==> src/rtl/hud_pkg.sv <==
// Shared HUD geometry, sprite selectors and renderer state encoding.
// Used by the heart renderer and the other screen drawers.
package hud_pkg;

  localparam int SCREEN_W   = 640;
  localparam int ADDR_W     = 19;
  localparam int COLOR_W    = 8;
  localparam int HEART_W    = 16;
  localparam int HEART_H    = 16;
  localparam int HEART_GAP  = 2;
  localparam int MAX_HEARTS = 5;
  localparam int HUD_X      = 8;
  localparam int HUD_Y      = 8;

  localparam logic [COLOR_W-1:0] TRANSP = 8'h00;

  localparam int SPRITE_PIX = HEART_W * HEART_H;
  localparam int ROM_ADDR_W = $clog2(2 * SPRITE_PIX);
  localparam int X_W        = $clog2(HEART_W);
  localparam int Y_W        = $clog2(HEART_H);
  localparam int SLOT_W     = $clog2(MAX_HEARTS);
  localparam int HP_W       = 3;

  localparam logic SPR_FULL  = 1'b0;
  localparam logic SPR_EMPTY = 1'b1;

  typedef enum logic [2:0] {
    IDLE    = 3'd0,
    FETCH   = 3'd1,
    WRITE   = 3'd2,
    DONE    = 3'd3,
    RELEASE = 3'd4
  } hud_state_e;

  function automatic logic [HP_W-1:0] clamp_hp(input logic [HP_W-1:0] hp);
    return (hp > HP_W'(MAX_HEARTS)) ? HP_W'(MAX_HEARTS) : hp;
  endfunction

endpackage

==> src/rtl/hud_slot_counter.sv <==
// Nested pixel/row/slot counter walking every heart slot in raster order.
module hud_slot_counter
  import hud_pkg::*;
(
  input  logic              clk,
  input  logic              rst_n,
  input  logic              clear,
  input  logic              advance,
  output logic [X_W-1:0]    x,
  output logic [Y_W-1:0]    y,
  output logic [SLOT_W-1:0] slot,
  output logic              last
);

  logic x_last, y_last, slot_last;

  assign x_last    = (x == X_W'(HEART_W - 1));
  assign y_last    = (y == Y_W'(HEART_H - 1));
  assign slot_last = (slot == SLOT_W'(MAX_HEARTS - 1));
  assign last      = x_last && y_last && slot_last;

  always_ff @(posedge clk or negedge rst_n) begin
    if (!rst_n) begin
      x    <= '0;
      y    <= '0;
      slot <= '0;
    end else if (clear) begin
      x    <= '0;
      y    <= '0;
      slot <= '0;
    end else if (advance) begin
      if (x_last) begin
        x <= '0;
        if (y_last) begin
          y    <= '0;
          slot <= slot_last ? '0 : slot + 1'b1;
        end else begin
          y <= y + 1'b1;
        end
      end else begin
        x <= x + 1'b1;
      end
    end
  end

endmodule

==> src/rtl/hud_heart_renderer.sv <==
// Draws the health hearts into the frame buffer during the sequencer's HUD phase.
//
// state   | meaning
// IDLE    | waiting for DrawHudEN, latches clamped health on start
// FETCH   | rom_addr presented for the current pixel
// WRITE   | rom_data valid; write opaque pixel, hold until fb_ready
// DONE    | one-cycle DrawHudDone pulse
// RELEASE | wait for DrawHudEN low so one enable level draws once
module hud_heart_renderer
  import hud_pkg::*;
(
  input  logic                  CLK,
  input  logic                  RESET_N,
  input  logic                  DrawHudEN,
  input  logic [HP_W-1:0]       PlayerHealth,
  output logic [ROM_ADDR_W-1:0] rom_addr,
  input  logic [COLOR_W-1:0]    rom_data,
  output logic [ADDR_W-1:0]     fb_addr,
  output logic [COLOR_W-1:0]    fb_data,
  output logic                  fb_we,
  input  logic                  fb_ready,
  output logic                  DrawHudDone
);

  localparam logic [2:0] ST_IDLE    = IDLE;
  localparam logic [2:0] ST_FETCH   = FETCH;
  localparam logic [2:0] ST_WRITE   = WRITE;
  localparam logic [2:0] ST_DONE    = DONE;
  localparam logic [2:0] ST_RELEASE = RELEASE;

  logic [2:0]              state, state_nxt;
  logic [HP_W-1:0]         hp;
  logic                    hold;
  logic [COLOR_W-1:0]      pix_q;
  logic [X_W-1:0]          x;
  logic [Y_W-1:0]          y;
  logic [SLOT_W-1:0]       slot;
  logic                    cnt_clear, cnt_adv, cnt_last;
  logic                    sel, opaque, step;
  logic [COLOR_W-1:0]      pix;
  logic [ROM_ADDR_W-1:0]   rom_addr_calc;
  logic [ADDR_W-1:0]       fb_addr_calc;

  hud_slot_counter u_cnt (
    .clk     (CLK),
    .rst_n   (RESET_N),
    .clear   (cnt_clear),
    .advance (cnt_adv),
    .x       (x),
    .y       (y),
    .slot    (slot),
    .last    (cnt_last)
  );

  assign sel = (ADDR_W'(slot) < ADDR_W'(hp)) ? SPR_FULL : SPR_EMPTY;

  assign rom_addr_calc = ((sel == SPR_EMPTY) ? ROM_ADDR_W'(SPRITE_PIX) : '0)
                       + ROM_ADDR_W'(y) * ROM_ADDR_W'(HEART_W)
                       + ROM_ADDR_W'(x);

  assign fb_addr_calc = ADDR_W'(HUD_Y * SCREEN_W + HUD_X)
                      + ADDR_W'(y) * ADDR_W'(SCREEN_W)
                      + ADDR_W'(slot) * ADDR_W'(HEART_W + HEART_GAP)
                      + ADDR_W'(x);

  // ROM output moves on once rom_addr leaves FETCH, so a stalled write replays the captured pixel.
  assign pix    = hold ? pix_q : rom_data;
  assign opaque = (pix != TRANSP);
  assign step   = !opaque || fb_ready;

  assign rom_addr    = (state == ST_FETCH) ? rom_addr_calc : '0;
  assign fb_we       = (state == ST_WRITE) && opaque;
  assign fb_addr     = (state == ST_WRITE) ? fb_addr_calc : '0;
  assign fb_data     = (state == ST_WRITE) ? pix : '0;
  assign DrawHudDone = (state == ST_DONE);

  always_comb begin
    state_nxt = state;
    cnt_clear = 1'b0;
    cnt_adv   = 1'b0;
    case (state)
      ST_IDLE: begin
        if (DrawHudEN) begin
          state_nxt = ST_FETCH;
          cnt_clear = 1'b1;
        end
      end
      ST_FETCH: state_nxt = DrawHudEN ? ST_WRITE : ST_IDLE;
      ST_WRITE: begin
        if (!DrawHudEN) begin
          state_nxt = ST_IDLE;
        end else if (step) begin
          cnt_adv   = 1'b1;
          state_nxt = cnt_last ? ST_DONE : ST_FETCH;
        end
      end
      ST_DONE:    state_nxt = ST_RELEASE;
      ST_RELEASE: if (!DrawHudEN) state_nxt = ST_IDLE;
      default:    state_nxt = ST_IDLE;
    endcase
  end

  always_ff @(posedge CLK or negedge RESET_N) begin
    if (!RESET_N) begin
      state <= ST_IDLE;
      hp    <= '0;
      hold  <= 1'b0;
      pix_q <= '0;
    end else begin
      state <= state_nxt;
      if (state == ST_IDLE && DrawHudEN) hp <= clamp_hp(PlayerHealth);
      if (state == ST_WRITE && state_nxt == ST_WRITE) begin
        hold  <= 1'b1;
        pix_q <= pix;
      end else begin
        hold  <= 1'b0;
      end
    end
  end

endmodule
==> config.mk <==
export PLATFORM = sky130hd
export DESIGN_NAME = hud_heart_renderer
export DESIGN_NICKNAME = d
export VERILOG_FILES = /design/src/rtl/hud_pkg.sv /design/src/rtl/hud_slot_counter.sv /design/src/rtl/hud_heart_renderer.sv
export SDC_FILE = /design/constraint.sdc
export NUM_CORES = 1
export LEC_CHECK = 0
export ABC_CLOCK_PERIOD_IN_PS = 7900
export BUFFER_PORTS_ARGS = -buffer_cell sky130_fd_sc_hd__buf_2
export CAP_MARGIN = 20
export CORE_MARGIN = 1
export CORE_UTILIZATION = 35
export DETAILED_ROUTE_END_ITERATION = 10
export GPL_TIMING_DRIVEN = 0
export MAX_ROUTING_LAYER = met4
export PLACE_DENSITY_LB_ADDON = 0.25
export RECOVER_POWER = 50
export SYNTH_ARGS = -nofsm -noshare
export SYNTH_HDL_FRONTEND = slang
export SYNTH_SLANG_ARGS = --single-unit
==> constraint.sdc <==
create_clock -name CLK -period 7.9 [get_ports CLK]
set_input_delay 1.58 -clock CLK [delete_from_list [all_inputs] [get_ports CLK]]
set_output_delay 1.58 -clock CLK [all_outputs]
set_load 0.03 [all_outputs]
==> impl_metrics.yaml, run 1 <==
status:
  status: "complete, but fails checks"
  failed_checks: "DRC, capacitance limit"
timing:
  max_freq_mhz: 221
  min_period_ns: 4.52
  final-setup-viol-count: 0
  max_slew.worst_pin.slew_ns: 1.49
  slew_violations: 0
  tns_ns: 0
  rsz0062_at_grt: "false"
  timing.final.crit_share: 0.572
  hold_ws_ns: 0.499
  setup_ws_ns: 3.38
  slew_headroom: 0.00735
  finalHoldViolations: 0
  fin_worst_skew_ns: 0.00771
final_layout:
  n_antenna_cell: 0
  fin_util: 0.428
  n_fill_cell: 630
  mostFrequentLayoutCells: "43 x buf_2, 28 x nor2_1, 26 x dfrtp_1"
  finalNetCount: 340
  layout-drive-gt1-share: 0.202
  area_delta_synth_final_pct: 18.5
  layout_commonest_cell: "buf_2"
drt:
  vias_per_cell: 5.01
  drtIter0Drc: 59
  totalWireLength_mm: 4.87
  dr.pass1.iters: 8
  ant_nets: 0
  drcViolationCount: 1
  wl_per_cell_um: 12.9
  num_vias: 1890
floorplanning:
  die_w_um: 80.2
  die_h_um: 80.2
  dieArea_sq_mm: 0.00643
  coreArea_sq_mm: 0.00592
  start_util: 0.361
  num_rows: 28
  io-pin-count: 53
grt:
  grt_pass1_vias: 1843
  grt_antenna_before_repair: 0
  overflow: 0
  track_usage: 0.170
  grt_max_degree: 27
  grt_pass1_wl_mm: 8.30
synth:
  synth_seq_area_share: 0.304
  synth_cells: 247
  synth_enable_flop_cells: 0
  synthFlopType: "dfrtp_1"
  netlist_top_cells_area: "dfrtp_1 30%, ha_1 12%, a21oi_1 4.9%"
  synth.distinct_cells: 46
  synth.avg_cell_area_sq_um: 8.66
  ys_warn_count: 0
  async_flop_share: 1.00
  yosysTopAreaCell: "dfrtp_1"
  syn_area_sq_mm: 0.00214
  synth_top_area_frac: 0.304
  ys_ff_latch: 26
power_and_ir_drop:
  leakage_nw: 1.20
  max-vdd-ir-drop_mv: 0.0840
  cellPowerDensity_mw_per_mm2: 184
clock_tree:
  cts-root-buf: "clkbuf_8"
  cts_max_path_buffers: 2
  cts_num_sinks: 26
  numCtsBuffers: 3
  cts_setup_buffers: 0
  tritoncts: "done"
  clk_latency_ns: 0.28
  ctsHoldBuffers: 0
  cts-resized-gates: 0
  path_clk_slew_ns: 0.09
  ctsHtreeMaxLevel: 1
placed_design:
  post-place-ws_ns: 3.59
  io_buffers: 48
  hpwl_mm: 3.77
  place_congestion: 0.794
worst_setup_path:
  crit_path_end_kind: "output port"
  worst_setup_path_start_kind: "flop"
  critPathMaxFanout: 7
  arrival_ns: 2.94
  worstPathRequired_ns: 6.32
  critPathKind: "flop to output port"
min_path:
  hp-class: "flop to flop"
flow_run:
  drv_cap: 1
[per-layer routing]
layer / global-route usage / vias to the layer above / share of wire
li1: - / 968 / -
met1: 0.228 / 880 / 0.49
met2: 0.270 / 37 / 0.47
met3: 0.0182 / 5 / 0.036
met4: 0.0554 / 0 / 0.011
met5: - / - / 0
[cell type report]
cell class | instances | area (sq um) | area share
Timing Repair Buffer | 48 | 234 | 0.0923
Multi-Input combinational cell | 189 | 1320 | 0.521
Clock inverter | 1 | 30.0 | 0.0118
Tap cell | 75 | 93.8 | 0.0370
Clock buffer | 3 | 41.3 | 0.0163
Inverter | 22 | 82.6 | 0.0326
Sequential cell | 26 | 651 | 0.257
Buffer | 13 | 81.3 | 0.0321
[worst max-delay path: stages, from the launching register on]
cell and delay (ns):
dfrtp_1 0.47, ha_1 0.32, ha_1 0.16, inv_1 0.05, fa_1 0.48, inv_1 0.06, ha_1 0.31, nand4_1 0.10
o41ai_1 0.31, xnor2_1 0.17, nor2_1 0.05, buf_2 0.18
[where the power goes]
group	leakage, nW	switching [mW]	internal [mW]
Combinational	0.817	0.104	0.0590
Sequential	0.344	0.0249	0.167
Clock	0.0357	0.0448	0.0679
[state kept, by name, indices dropped and copies added, names as in the netlist]
signal and cells:
pix_q 8, u_cnt.x 4, u_cnt.y 4, hp 3, state 3, u_cnt.slot 3
hold 1
[cells in the mapped netlist, drive strengths merged (2+ instances only)]
cell type and number:
or3 2, nand4 4, o22ai 2, fa 2
a31o 3, buf 7, or4 4, nand2 14
and3 3, dfrtp 26, nor2b 2, inv 22
nand3 4, xnor2 8, a21oi 22, a21o 3
ha 20, nor4 3, mux2 8, and2 7
o21ai 11, nor3 8, xor2 2, mux2i 8
nor2 28, nand2b 4, clkbuf 6, o31ai 3
[logic make-up (layout without fill, tap and decap cells)]
logic type	Yosys count	in the layout	share of synthesized area
other cells	1	4	0.00175
simple gates	90	90	0.227
xor+xnor	10	10	0.0409
buf+inv	35	87	0.0789
fa+ha+maj	22	22	0.136
flops	26	26	0.304
compound gates	47	47	0.132
mux	16	16	0.0795
[final timing paths]
path | from | endpoint | slack, ns | depth (start not counted)
max reg2reg | hold$_DFF_PN0_ | pix_q[5]$_DFFE_PN0P_ | 5.50 | 6
max in group asynchronous | RESET_N | state[1]$_DFF_PN0_ | 5.39 | 1
max | u_cnt.y[1]$_DFFE_PN0P_ | fb_addr[13] | 3.38 | 11
min | hp[0]$_DFFE_PN0P_ | hp[0]$_DFFE_PN0P_ | 0.50 | 2
min reg2reg | hp[0]$_DFFE_PN0P_ | hp[0]$_DFFE_PN0P_ | 0.50 | 2
min in group asynchronous | RESET_N | pix_q[0]$_DFFE_PN0P_ | 1.64 | 1
[stage by stage]
stage	area, sq um	power, mW	cells
after floorplan	2150	0.312	250
after global placement	2480	0.358	373
after detailed placement	2480	0.361	373
after CTS	2560	0.475	377
after global routing	2530	0.500	377
final	2530	0.467	377
No activity file was read; power rests on OpenSTA's default activity.
==> run 2: changes to the inputs <==
--- a/config.mk
+++ b/config.mk
@@ -5,7 +5,7 @@
 export SDC_FILE = /design/constraint.sdc
 export NUM_CORES = 1
 export LEC_CHECK = 0
-export ABC_CLOCK_PERIOD_IN_PS = 7900
+export ABC_CLOCK_PERIOD_IN_PS = 4000
 export BUFFER_PORTS_ARGS = -buffer_cell sky130_fd_sc_hd__buf_2
 export CAP_MARGIN = 20
 export CORE_MARGIN = 1
==> constraint.sdc (replaced) <==
create_clock -name CLK -period 4 [get_ports CLK]
set_input_delay 0.8 -clock CLK [delete_from_list [all_inputs] [get_ports CLK]]
set_output_delay 0.8 -clock CLK [all_outputs]
set_load 0.03 [all_outputs]
==> impl_metrics.yaml, run 2 (synthesis gave the netlist of run 1 again) <==
status:
  status: "complete, but fails checks"
  failed_checks: "DRC, capacitance limit"
timing:
  setup_ws_ns: 0.261
  hold_ws_ns: 0.499
  finalHoldViolations: 0
  slew_violations: 0
  rsz0062_at_grt: "false"
  fin_worst_skew_ns: 0.00771
  slew_headroom: 0.00735
  tns_ns: 0
  final-setup-viol-count: 0
  timing.final.crit_share: 0.935
  max_slew.worst_pin.slew_ns: 1.49
  max_freq_mhz: 267
  min_period_ns: 3.74
grt:
  grt_antenna_before_repair: 0
  grt_pass1_vias: 1843
  overflow: 0
  track_usage: 0.170
  grt_max_degree: 27
  grt_pass1_wl_mm: 8.30
final_layout:
  area_delta_synth_final_pct: 18.5
  n_antenna_cell: 0
  largest-register: "pix_q"
  finalNetCount: 340
  mostFrequentLayoutCells: "44 x buf_2, 28 x nor2_1, 26 x dfrtp_1"
  largest_registers: "pix_q x8, u_cnt.x x4, u_cnt.y x4"
  final-seq-area_sq_um: 651
  stdcell_count: 377
  n_fill_cell: 630
  largest_register_ff_count: 8
  layout_commonest_cell: "buf_2"
  layout-drive-gt1-share: 0.205
  multi_input_area_sq_mm: 0.00132
clock_tree:
  cts_num_sinks: 26
  path_clk_slew_ns: 0.09
  tritoncts: "done"
  numCtsBuffers: 3
  cts_setup_buffers: 0
  cts_max_path_buffers: 2
  ctsHtreeMaxLevel: 1
  cts-root-buf: "clkbuf_8"
  clk_latency_ns: 0.28
  cts-resized-gates: 0
  ctsHoldBuffers: 0
worst_setup_path:
  cp_slowest_cell: "fa_1"
  path_common_cell: "ha_1"
  worst-r2r-setup-slack_ns: 1.60
  critPathKind: "flop to output port"
  cp_cell_sequence: "ha_1 > ha_1 > inv_1 > fa_1 > inv_1 > ha_1 > nand4_1 > o41ai_1 > xnor2_1 > nor2_1 > buf_2"
  worstPathRequired_ns: 3.20
  worst_setup_path_start_kind: "flop"
  crit_path_end_kind: "output port"
  slowest_delay_ns: 0.48
  critPathMaxFanout: 7
  crit_family: "adder cells"
  arrival_ns: 2.94
  cp_num_buf_inv: 3
floorplanning:
  coreArea_sq_mm: 0.00592
  die_w_um: 80.2
  dieArea_sq_mm: 0.00643
  start_util: 0.361
  die_h_um: 80.2
  num_rows: 28
  io-pin-count: 53
drt:
  num_vias: 1890
  totalWireLength_mm: 4.87
  vias_per_cell: 5.01
  drtIter0Drc: 59
  wl_per_cell_um: 12.9
  drcViolationCount: 1
  dr.pass1.iters: 8
  ant_nets: 0
power_and_ir_drop:
  leakage_nw: 1.20
  max-vdd-ir-drop_mv: 0.166
  cellPowerDensity_mw_per_mm2: 364
placed_design:
  hpwl_mm: 3.77
  io_buffers: 48
  dp.cells: 373
  post-place-ws_ns: 0.546
  place_congestion: 0.794
flow_run:
  drv_cap: 1
min_path:
  hp-class: "flop to flop"
run 2: cell types whose count changed in the layout (fill, tap and decap cells not counted), sizes merged:
cell	previous run	this run
buf	48	49
clkbuf	16	15
run 2: power breakdown:
group / internal (mW) / leakage (nW) / switching, mW
sequential: 0.330 / 0.344 / 0.0492
combinational: 0.117 / 0.819 / 0.205
clock: 0.134 / 0.0357 / 0.0884
total: 0.580 / 1.20 / 0.342
run 2: worst paths after layout:
check                                  startpoint              endpoint  depth (start not counted)
max in group asynchronous                 RESET_N    state[1]$_DFF_PN0_                          1
setup / recovery           u_cnt.y[1]$_DFFE_PN0P_           fb_addr[13]                         11
min in group asynchronous                 RESET_N  pix_q[0]$_DFFE_PN0P_                          1
hold / removal                  hp[0]$_DFFE_PN0P_     hp[0]$_DFFE_PN0P_                          2
setup reg to reg                   hold$_DFF_PN0_  pix_q[5]$_DFFE_PN0P_                          6
hold reg to reg                 hp[0]$_DFFE_PN0P_     hp[0]$_DFFE_PN0P_                          2
run 2: final cells by class:
class                   instances  area share
clock buffers                   3      0.0163
inverters                      22      0.0326
plain buffers                  13      0.0321
repair buffers                 48      0.0927
multi-input cells             189       0.521
well taps                      75      0.0370
clock inverters                 1      0.0118
flip-flops and latches         26       0.257
run 2: tightest hold or removal path, stage by stage, from the launching register on:
cell and delay, ns:
dfrtp_1 0.36, nand2_1 0.05, o21ai_0 0.06
run 2: metrics by stage:
stage | utilization | instance area [sq um] | power (mW)
after floorplan | - | 2150 | 0.615
after CTS | 0.432 | 2560 | 0.939
after global placement | 0.420 | 2480 | 0.707
final | 0.428 | 2540 | 0.923
after global routing | 0.428 | 2540 | 0.987
after detailed placement | 0.420 | 2480 | 0.714
run 2: per-layer routing:
layer  vias up  share of wire  GRT usage  wire [um]
li1        968              -          -          -
met3         5          0.036     0.0182        173
met2        37           0.47      0.270       2270
met4         0          0.011     0.0554         55
met5         -              0          -          0
met1       880           0.49      0.228       2370
